==> config.mk <==
export PLATFORM = sky130hd
export DESIGN_NAME = i2c_sub_regfile_flat
export DESIGN_NICKNAME = d
export VERILOG_FILES = /design/src/rtl/i2c_sub_regfile_if.sv /design/src/rtl/i2c_sub_regfile.sv /design/src/flat_wrapper.sv
export SDC_FILE = /design/constraint.sdc
export NUM_CORES = 1
export LEC_CHECK = 0
export CAP_MARGIN = 10
export CORE_UTILIZATION = 50
export DETAILED_ROUTE_END_ITERATION = 8
export PLACE_DENSITY = 0.7
export SLEW_MARGIN = 10
export SYNTH_ARGS = -nofsm -noshare
export SYNTH_HDL_FRONTEND = slang
export SYNTH_SLANG_ARGS = --single-unit
==> constraint.sdc <==
create_clock -name clk -period 10.6 [get_ports clk]
set_input_delay 2.12 -clock clk [delete_from_list [all_inputs] [get_ports clk]]
set_output_delay 2.12 -clock clk [all_outputs]
set_load 0.03 [all_outputs]
==> src/rtl/i2c_sub_regfile_if.sv <==
// Bundle of pin, host-port and notify signals for the I2C register-file subordinate.
interface i2c_sub_regfile_if #(
  parameter int unsigned PTR_W = 4
);
  logic             scl_in;
  logic             sda_in;
  logic             sda_oe;
  logic             host_we;
  logic [PTR_W-1:0] host_addr;
  logic [7:0]       host_wdata;
  logic [7:0]       host_rdata;
  logic             wr_strobe;
  logic [PTR_W-1:0] wr_addr;
  logic [7:0]       wr_data;
  logic             busy;
  logic [3:0]       state;

  modport slave (
    input  scl_in, sda_in, host_we, host_addr, host_wdata,
    output sda_oe, host_rdata, wr_strobe, wr_addr, wr_data, busy, state
  );

  modport master (
    output scl_in, sda_in, host_we, host_addr, host_wdata,
    input  sda_oe, host_rdata, wr_strobe, wr_addr, wr_data, busy, state
  );
endinterface

==> src/rtl/i2c_sub_regfile.sv <==
// I2C subordinate fronting a byte register file with auto-incrementing pointer,
// write/read bursts, and a host-side port where I2C commits win index collisions.
module i2c_sub_regfile #(
  parameter logic [6:0]  SUB_ADDR = 7'h01,
  parameter int unsigned DEPTH    = 16,
  parameter int unsigned PTR_W    = $clog2(DEPTH)
) (
  input  logic              clk,
  input  logic              rst,
  i2c_sub_regfile_if.slave  bus
);

  typedef enum logic [3:0] {
    S_IDLE      = 4'd0,
    S_ADDR      = 4'd1,
    S_ADDR_ACK  = 4'd2,
    S_PTR       = 4'd3,
    S_PTR_ACK   = 4'd4,
    S_WDATA     = 4'd5,
    S_WDATA_ACK = 4'd6,
    S_RDATA     = 4'd7,
    S_RDATA_ACK = 4'd8,
    S_IGNORE    = 4'd9
  } state_e;

  state_e           state_q, state_d;
  logic [2:0]       scl_pipe_q, sda_pipe_q;
  logic [3:0]       bit_cnt_q, bit_cnt_d;
  logic [7:0]       shift_q, shift_d;
  logic [PTR_W-1:0] ptr_q, ptr_d;
  logic             sda_oe_q, sda_oe_d;
  logic             busy_q, busy_d;
  logic             rw_q, rw_d;
  logic             mack_q, mack_d;
  logic             wr_strobe_q, wr_strobe_d;
  logic [PTR_W-1:0] wr_addr_q, wr_addr_d;
  logic [7:0]       wr_data_q, wr_data_d;
  logic [7:0]       regs_q [DEPTH];
  logic [7:0]       regs_d [DEPTH];

  // [0] first sync stage, [1] synchronised level, [2] one-cycle history
  logic scl_s, scl_h, sda_s, sda_h;
  logic scl_rise, scl_fall, start_det, stop_det, addr_match;
  logic [7:0] rx_byte, rd_byte;

  assign scl_s      = scl_pipe_q[1];
  assign scl_h      = scl_pipe_q[2];
  assign sda_s      = sda_pipe_q[1];
  assign sda_h      = sda_pipe_q[2];
  assign scl_rise   = scl_s & ~scl_h;
  assign scl_fall   = ~scl_s & scl_h;
  assign start_det  = scl_s & scl_h & sda_h & ~sda_s;
  assign stop_det   = scl_s & scl_h & ~sda_h & sda_s;
  assign rx_byte    = {shift_q[6:0], sda_s};
  assign rd_byte    = regs_q[ptr_q];
  assign addr_match = (rx_byte[7:1] == SUB_ADDR);

  always_ff @(posedge clk or posedge rst) begin
    if (rst) state_q <= S_IDLE;
    else     state_q <= state_d;
  end

  always_comb begin
    state_d = state_q;
    if (start_det) begin
      state_d = S_ADDR;
    end else if (stop_det) begin
      state_d = S_IDLE;
    end else begin
      case (state_q)
        S_ADDR:      if (scl_rise && bit_cnt_q == 4'd7) state_d = addr_match ? S_ADDR_ACK : S_IGNORE;
        S_ADDR_ACK:  if (scl_fall && bit_cnt_q == 4'd9) state_d = rw_q ? S_RDATA : S_PTR;
        S_PTR:       if (scl_rise && bit_cnt_q == 4'd7) state_d = S_PTR_ACK;
        S_PTR_ACK:   if (scl_fall && bit_cnt_q == 4'd9) state_d = S_WDATA;
        S_WDATA:     if (scl_rise && bit_cnt_q == 4'd7) state_d = S_WDATA_ACK;
        S_WDATA_ACK: if (scl_fall && bit_cnt_q == 4'd9) state_d = S_WDATA;
        S_RDATA:     if (scl_fall && bit_cnt_q == 4'd8) state_d = S_RDATA_ACK;
        S_RDATA_ACK: if (scl_fall && bit_cnt_q == 4'd9) state_d = mack_q ? S_IGNORE : S_RDATA;
        default:     state_d = state_q;
      endcase
    end
  end

  always_comb begin
    bit_cnt_d   = bit_cnt_q;
    shift_d     = shift_q;
    ptr_d       = ptr_q;
    sda_oe_d    = sda_oe_q;
    busy_d      = busy_q;
    rw_d        = rw_q;
    mack_d      = mack_q;
    wr_strobe_d = 1'b0;
    wr_addr_d   = wr_addr_q;
    wr_data_d   = wr_data_q;
    regs_d      = regs_q;
    // host write first so a same-index I2C commit below overrides it
    if (bus.host_we) regs_d[bus.host_addr] = bus.host_wdata;
    if (start_det) begin
      bit_cnt_d = '0;
      sda_oe_d  = 1'b0;
    end else if (stop_det) begin
      bit_cnt_d = '0;
      sda_oe_d  = 1'b0;
      busy_d    = 1'b0;
    end else begin
      case (state_q)
        S_ADDR, S_PTR, S_WDATA: begin
          if (scl_rise) begin
            shift_d   = rx_byte;
            bit_cnt_d = bit_cnt_q + 4'd1;
            if (bit_cnt_q == 4'd7) begin
              if (state_q == S_ADDR) begin
                busy_d = addr_match;
                rw_d   = rx_byte[0];
              end else if (state_q == S_PTR) begin
                ptr_d = rx_byte[PTR_W-1:0];
              end else begin
                regs_d[ptr_q] = rx_byte;
                wr_strobe_d   = 1'b1;
                wr_addr_d     = ptr_q;
                wr_data_d     = rx_byte;
                ptr_d         = ptr_q + PTR_W'(1);
              end
            end
          end
        end
        S_ADDR_ACK, S_PTR_ACK, S_WDATA_ACK: begin
          if (scl_fall) begin
            if (bit_cnt_q == 4'd8) begin
              sda_oe_d  = 1'b1;
              bit_cnt_d = 4'd9;
            end else begin
              bit_cnt_d = '0;
              sda_oe_d  = 1'b0;
              if (state_q == S_ADDR_ACK && rw_q) begin
                shift_d  = {rd_byte[6:0], 1'b0};
                sda_oe_d = ~rd_byte[7];
                ptr_d    = ptr_q + PTR_W'(1);
              end
            end
          end
        end
        S_RDATA: begin
          if (scl_rise) begin
            bit_cnt_d = bit_cnt_q + 4'd1;
          end else if (scl_fall) begin
            if (bit_cnt_q == 4'd8) begin
              sda_oe_d  = 1'b0;
              bit_cnt_d = 4'd9;
            end else begin
              sda_oe_d = ~shift_q[7];
              shift_d  = {shift_q[6:0], 1'b0};
            end
          end
        end
        S_RDATA_ACK: begin
          if (scl_rise) begin
            mack_d = sda_s;
          end else if (scl_fall) begin
            bit_cnt_d = '0;
            if (mack_q) begin
              sda_oe_d = 1'b0;
              busy_d   = 1'b0;
            end else begin
              shift_d  = {rd_byte[6:0], 1'b0};
              sda_oe_d = ~rd_byte[7];
              ptr_d    = ptr_q + PTR_W'(1);
            end
          end
        end
        S_IGNORE: sda_oe_d = 1'b0;
        default: ;
      endcase
    end
  end

  always_ff @(posedge clk or posedge rst) begin
    if (rst) begin
      scl_pipe_q  <= '1;
      sda_pipe_q  <= '1;
      bit_cnt_q   <= '0;
      shift_q     <= '0;
      ptr_q       <= '0;
      sda_oe_q    <= 1'b0;
      busy_q      <= 1'b0;
      rw_q        <= 1'b0;
      mack_q      <= 1'b0;
      wr_strobe_q <= 1'b0;
      wr_addr_q   <= '0;
      wr_data_q   <= '0;
      for (int unsigned i = 0; i < DEPTH; i++) regs_q[i] <= '0;
    end else begin
      scl_pipe_q  <= {scl_pipe_q[1:0], bus.scl_in};
      sda_pipe_q  <= {sda_pipe_q[1:0], bus.sda_in};
      bit_cnt_q   <= bit_cnt_d;
      shift_q     <= shift_d;
      ptr_q       <= ptr_d;
      sda_oe_q    <= sda_oe_d;
      busy_q      <= busy_d;
      rw_q        <= rw_d;
      mack_q      <= mack_d;
      wr_strobe_q <= wr_strobe_d;
      wr_addr_q   <= wr_addr_d;
      wr_data_q   <= wr_data_d;
      regs_q      <= regs_d;
    end
  end

  assign bus.sda_oe     = sda_oe_q;
  assign bus.wr_strobe  = wr_strobe_q;
  assign bus.wr_addr    = wr_addr_q;
  assign bus.wr_data    = wr_data_q;
  assign bus.busy       = busy_q;
  assign bus.state      = state_q;
  assign bus.host_rdata = regs_q[bus.host_addr];

endmodule

==> src/flat_wrapper.sv <==
// flat-port wrapper written by rule: the top's interface ports become plain ports
module i2c_sub_regfile_flat 
#(
  parameter logic [6:0]  SUB_ADDR = 7'h01,
  parameter int unsigned DEPTH    = 16,
  parameter int unsigned PTR_W    = $clog2(DEPTH)
)
  (clk, rst, bus_scl_in, bus_sda_in, bus_host_we, bus_host_addr, bus_host_wdata, bus_sda_oe, bus_host_rdata, bus_wr_strobe, bus_wr_addr, bus_wr_data, bus_busy, bus_state);
  i2c_sub_regfile_if #(.PTR_W(PTR_W)) bus_i ();
  input  logic clk;
  input  logic rst;
  input wire logic [$bits(bus_i.scl_in)-1:0] bus_scl_in;
  input wire logic [$bits(bus_i.sda_in)-1:0] bus_sda_in;
  input wire logic [$bits(bus_i.host_we)-1:0] bus_host_we;
  input wire logic [$bits(bus_i.host_addr)-1:0] bus_host_addr;
  input wire logic [$bits(bus_i.host_wdata)-1:0] bus_host_wdata;
  output wire logic [$bits(bus_i.sda_oe)-1:0] bus_sda_oe;
  output wire logic [$bits(bus_i.host_rdata)-1:0] bus_host_rdata;
  output wire logic [$bits(bus_i.wr_strobe)-1:0] bus_wr_strobe;
  output wire logic [$bits(bus_i.wr_addr)-1:0] bus_wr_addr;
  output wire logic [$bits(bus_i.wr_data)-1:0] bus_wr_data;
  output wire logic [$bits(bus_i.busy)-1:0] bus_busy;
  output wire logic [$bits(bus_i.state)-1:0] bus_state;
  assign bus_i.scl_in = bus_scl_in;
  assign bus_i.sda_in = bus_sda_in;
  assign bus_i.host_we = bus_host_we;
  assign bus_i.host_addr = bus_host_addr;
  assign bus_i.host_wdata = bus_host_wdata;
  assign bus_sda_oe = bus_i.sda_oe;
  assign bus_host_rdata = bus_i.host_rdata;
  assign bus_wr_strobe = bus_i.wr_strobe;
  assign bus_wr_addr = bus_i.wr_addr;
  assign bus_wr_data = bus_i.wr_data;
  assign bus_busy = bus_i.busy;
  assign bus_state = bus_i.state;
  i2c_sub_regfile #(.SUB_ADDR(SUB_ADDR), .DEPTH(DEPTH), .PTR_W(PTR_W)) u_core (.clk(clk), .rst(rst), .bus(bus_i));
endmodule
==> summary.txt <==
Worst setup path
  – Worst r2r dst: u_core.regs_q[4]
  – Crit path arrival time: 4.51 ns
  – Data required, critical path: 8.48 ns
  – Peak fanout along the critical path: 42
  – CP Launch Type: primary input
  – Crit path capture: bus_host_rdata[3]
  – Crit path launch: bus_host_addr[0]
  – CP endpoint kind: output pin
  – Cell depth of the worst flop-to-flop path: 6
  – R2r startpoint: u_core.bus.state[0]
  – Worst setup path class: in -> out
  – Worst reg2reg setup slack: 7.42 ns

Floorplanning
  – Die ar.: 22300 sq um
  – Cell Rows: 53
  – IO Pins: 44
  – Die W: 149 microns
  – CORE AREA: 21200 sq um
  – Starting density of the core: 51.3%
  – Die span in y: 149 microns

Final layout
  – Share of layout cells above drive strength 1: 13.2%
  – Area of the multi-input gates: 6060 sq um
  – Ant diodes: 0
  – Area grow syn2layout: 8.66%
  – Final Cell Area: 11800 sq um
  – Most frequent cells in the layout: 190 x mux2i_1, 163 x dfrtp_1, 131 x nor2_1, 114 x a21oi_1, 50 x nand2_1
  – Storage cell area: 4290 sq um
  – Fill count: 1826
  – Most common cell after layout, fill and taps aside: mux2i_1
  – Final nets: 1039

Clocking
  – Clock latency on the worst-skew pair: 0.44 ns
  – H-tree levels: 4
  – Hold buffer count at CTS: 0
  – Post-CTS setup buffers: 0
  – Clock sink total: 171
  – Clock buffer count from CTS: 17
  – CTS clk-pin slew, worst paths: 0.07 ns
  – Post-cts resize count: 0
  – CTS tree: done
  – Longest Clk Path Bufs: 2
  – CTS Root Cell: clkbuf_16

STA
  – Setup TNS: 0 ns
  – Final setup margin: 3.97 ns
  – Period utilization: 62.5%
  – Slew margin rel.: 22.3%
  – Hold Slack: 0.361 ns
  – Final setup viols: 0
  – Fmax: 151 MHz
  – Worst slew pin tran: 1.16 ns
  – Clock skew: 0.0111 ns
  – RSZ-0062 raised after global routing: false
  – Fin. max-slew vios: 0
  – Final min period: 6.63 ns
  – Hold Vio Cnt, Final: 0

Synthesis
  – Top FF cell, synth: dfrtp_1
  – Post-synth EDFFs: 0
  – Seq cells post-synth: 171
  – Syn. warnings: 0
  – Yosys cell types: 80
  – Post-synthesis sequential area ratio: 39.5%
  – Synth Instances: 1045
  – Syn Nets: 1069
  – Mean area per synthesized cell: 10.4 sq um
  – Post-Syn Area: 10900 sq um
  – FFs w/ async S/R, synth: 100%

Route
  – DR iter-0 viols: 996
  – Final ANT Viol Nets: 0
  – Drt wl/cell: 25.7 microns
  – Pre-Repair DR Iteration Count: 6
  – Vias: 8683
  – Number of vias per cell: 6.66
  – Final wirelength: 33400 microns
  – Residual DRC count: 0

Global route
  – GR Util All Layers: 31.4%
  – Pin count of the biggest net entering global routing: 107
  – Initial antenna violation count: 0
  – Vias in the first global route: 8185
  – GRT overflow: 0
  – First-pass GRT wire length: 51100 microns

Pwr
  – Leakage power: 4.73 nW
  – PwrDens: 235 nW/um^2
  – Tot Pwr: 0.00277 W
  – Worst ir drop on vdd: 105 uV

Placement
  – Pre-CTS setup slack: 3.97 ns
  – I/O Buffers: 43
  – Dpl hpwl: 22300 microns
  – Placed inst area: 11200 sq um
  – Final Wtd Congestion: 0.959

Worst hold path
  – Worst Hold Class: reg -> reg

Status
  – Outcome: finished clean

Job
  – Max-cap violation count: 0
-- flip-flops by register name, indices dropped and copies added, names as in the netlist --
| register | count |
|---|---|
| u_core.regs_q | 128 |
| u_core.bus.wr_data | 8 |
| u_core.ptr_q | 4 |
| u_core.bit_cnt_q | 4 |
| u_core.bus.wr_strobe | 1 |
| u_core.bus.wr_addr | 4 |
| u_core.rw_q | 1 |
| u_core.bus.sda_oe | 1 |
| u_core.bus.busy | 1 |
| u_core.scl_pipe_q | 3 |
| u_core.shift_q | 8 |
| u_core.bus.state | 4 |
| u_core.mack_q | 1 |
| u_core.sda_pipe_q | 3 |
-- layer usage --
layer  track usage [%]  wire length [microns]  vias up
li1                  -                      -     3793
met1              40.6                  13000     4240
met2              48.9                  15400      528
met3              7.13                   2980      122
met4              16.9                   2030        0
met5                 0                      0        -
-- worst min path at each step --
stage,from,to,slack (ns),cells past startpoint
after floorplan,u_core.scl_pipe_q[0],u_core.scl_pipe_q[1],0.35,0
after global placement,u_core.sda_pipe_q[0],u_core.sda_pipe_q[1],0.35,0
after detailed placement,u_core.sda_pipe_q[0],u_core.sda_pipe_q[1],0.35,0
after CTS,u_core.sda_pipe_q[0],u_core.sda_pipe_q[1],0.36,0
after global routing,u_core.sda_pipe_q[0],u_core.sda_pipe_q[1],0.37,0
final,u_core.sda_pipe_q[0],u_core.sda_pipe_q[1],0.36,0
-- report_power, final --
part	leakage (nW)	switching, W	internal [W]	total [W]
Combinational	2.49	0.000472	0.000455	0.000927
Sequential	1.95	0.000378	0.000811	0.00119
Clock	0.296	0.000292	0.000359	0.000651
-- synth_stat cells, drive strengths merged, types with 3 or more instances --
cell / instances / area share (%)
a211oi: 3 / 0.25
a21oi: 115 / 5.3
a22oi: 29 / 2.0
a31oi: 3 / 0.17
a32oi: 7 / 0.56
and3: 4 / 0.23
and4: 4 / 0.32
buf: 60 / 3.1
clkbuf: 37 / 1.3
dfrtp: 165 / 38
dfstp: 6 / 1.5
ha: 7 / 0.81
inv: 9 / 0.31
mux2: 23 / 2.4
mux2i: 190 / 18
mux4: 44 / 9.1
nand2: 50 / 1.7
nand2b: 6 / 0.44
nand3: 27 / 1.8
nand3b: 6 / 0.53
nand4: 10 / 0.58
nand4b: 4 / 0.32
nor2: 136 / 4.8
nor2b: 9 / 0.52
nor3: 5 / 0.28
o21ai: 37 / 1.8
or3: 4 / 0.23
-- through the flow --
stage,cells,utilization [%]
floorplan,1045,-
global placement,1271,52.9
detailed placement,1271,52.9
CTS,1303,55.7
global route,1303,55.7
finish,1303,55.7
-- kinds of logic (layout without fill, tap and decap cells) --
logic type	Yosys count	after routing	synth area share, %
DFF	171	171	39.5
xor gates and xnor gates	3	3	0.242
adders and majority gates	7	7	0.807
buffers and inverters	107	90	4.70
muxes	257	257	29.1
and+or+nand+nor	282	282	13.2
AOI/OAI and AO/OA	218	218	12.5
-- critical path: stages --
cell and delay, ns:
buf_2 0.08, buf_4 0.52, mux4_2 0.60, mux4_2 0.52
clkdlybuf4s50_1 0.62
-- cell type report --
class	count	area share (%)
Multi-Input combinational cell	767	51.4
Inverter	10	0.361
Clock inverter	14	1.34
Tap cell	275	2.92
Clock buffer	18	3.72
Timing Repair Buffer	48	3.88
Sequential cell	171	36.4
Note: power is estimated with default switching activity, not from simulation.
==> RTL edit, RTL diff (same flow settings) <==
`DEPTH` is set to 16 in 2 places; all go to 32.
--- a/src/rtl/i2c_sub_regfile.sv
+++ b/src/rtl/i2c_sub_regfile.sv
@@ -2,7 +2,7 @@
 // write/read bursts, and a host-side port where I2C commits win index collisions.
 module i2c_sub_regfile #(
   parameter logic [6:0]  SUB_ADDR = 7'h01,
-  parameter int unsigned DEPTH    = 16,
+  parameter int unsigned DEPTH    = 32,
   parameter int unsigned PTR_W    = $clog2(DEPTH)
 ) (
   input  logic              clk,
--- a/src/flat_wrapper.sv
+++ b/src/flat_wrapper.sv
@@ -2,7 +2,7 @@
 module i2c_sub_regfile_flat 
 #(
   parameter logic [6:0]  SUB_ADDR = 7'h01,
-  parameter int unsigned DEPTH    = 16,
+  parameter int unsigned DEPTH    = 32,
   parameter int unsigned PTR_W    = $clog2(DEPTH)
 )
   (clk, rst, bus_scl_in, bus_sda_in, bus_host_we, bus_host_addr, bus_host_wdata, bus_sda_oe, bus_host_rdata, bus_wr_strobe, bus_wr_addr, bus_wr_data, bus_busy, bus_state);
Interface: changed (resized bus_host_addr and bus_wr_addr); port bits go from 44 to 46. The function was not compared with the original's and may differ.
==> RTL edit against the original RTL <==
  * Design area up 72%
  * Sequential cell count up 130
  * Wire length increased by 110%
  * Highest routed layer is now met5
  * Via count is 83% higher
  * Clock skew rose by 9.2 ps
  * Worst setup slack got worse by 610 ps
  * Synthesized area grew 72%
  * Combinational power grew 87%
  * Power rose by 70%
  * First-iteration DRC count is 110% higher
==> RTL edit: results <==
set metrics [dict create \
    outcome "finished, final reports clean" \
    crit_fanout 15 \
    wl_per_cell_um 30.9 \
    power_frac_comb 0.367 \
    max_stage_delay_ps 1060 \
    dpl_cell_area_mm2 0.0192 \
    reg2reg_to "u_core.regs_q[44]" \
    holdPathEnd "u_core.scl_pipe_q[1]" \
    p_leak_nw 8.05 \
    ys_types 63 \
    p_clk_frac 0.251 \
    synth_seq_area_share 0.405 \
    met1_length_um 28300 \
    worstReg2RegStart "u_core.ptr_q[1]" \
    synth.top_cells.by_count "327 x mux2i_1, 315 x nor2_1, 295 x dfrtp_1, 280 x a21oi_1, 93 x mux4_2" \
    synth-xor-area-share 0.000940 \
    worstHoldStart "u_core.scl_pipe_q[0]" \
    hpwl_um 46300 \
    syn_nets 1858 \
    synthAdderAreaFrac 0.00470 \
    clk_transition_reported_paths_ps 50 \
    cts_max_level 2 \
    nets 1804 \
    drt_iter0_drc 2061 \
    gp_congestion 1.05 \
    sw_frac_of_total 0.416 \
    crit_end "bus_host_rdata[5]" \
    clkLatencyLatePin_ps 560 \
    hold-worst-slack_ps 357 \
    muxShareOfSynthArea 0.298 \
    numCtsBuffers 35 \
    port_buffers 45 \
    crit_slowest_cell "nor3_1" \
    antenna_found_initial 1 \
    grt_pass1_vias 14690 \
    yosys.area.top_type_share 0.396 \
    grt_util_met2 0.543 \
    crit_start "bus_host_addr[4]" \
    top_layer "met5" \
    reg2reg_slack_ps 6630 \
    slew_headroom 0.166 \
    switchingPower_mw 1.95 \
    grt_max_degree 176 \
    drive_gt1_frac 0.130 \
    largest_reg_flops 256 \
    grt_pass1_wl_um 103000 \
    met1_usage 0.531 \
    arrival_ps 5110 \
    vias_per_cell 7.00 \
]
==> RTL edit: cell families after synthesis <==
family | after synthesis
AND/OR/NAND/NOR | 483
multiplexers | 436
AO/OA/AOI/OAI | 429
flip-flops | 301
buffers and inverters | 175
adder cells (fa/ha/maj) | 7
XOR/XNOR | 2
==> RTL edit: cell type report <==
| type | count | area, um2 |
|---|---|---|
| Fill cell | 3212 | 16300 |
| Inverter | 11 | 48.8 |
| Clock buffer | 53 | 1070 |
| Tap cell | 468 | 586 |
| Clock inverter | 6 | 32.5 |
| Multi-Input combinational cell | 1357 | 10400 |
| Sequential cell | 301 | 7540 |
| Timing Repair Buffer | 73 | 661 |
==> RTL edit: worst register-to-register path: stages, from the launching register on <==
cell     delay, ps
dfrtp_4        940
buf_4          880
ha_1           960
nand3_1        690
nor2_1         260
a21oi_1         70
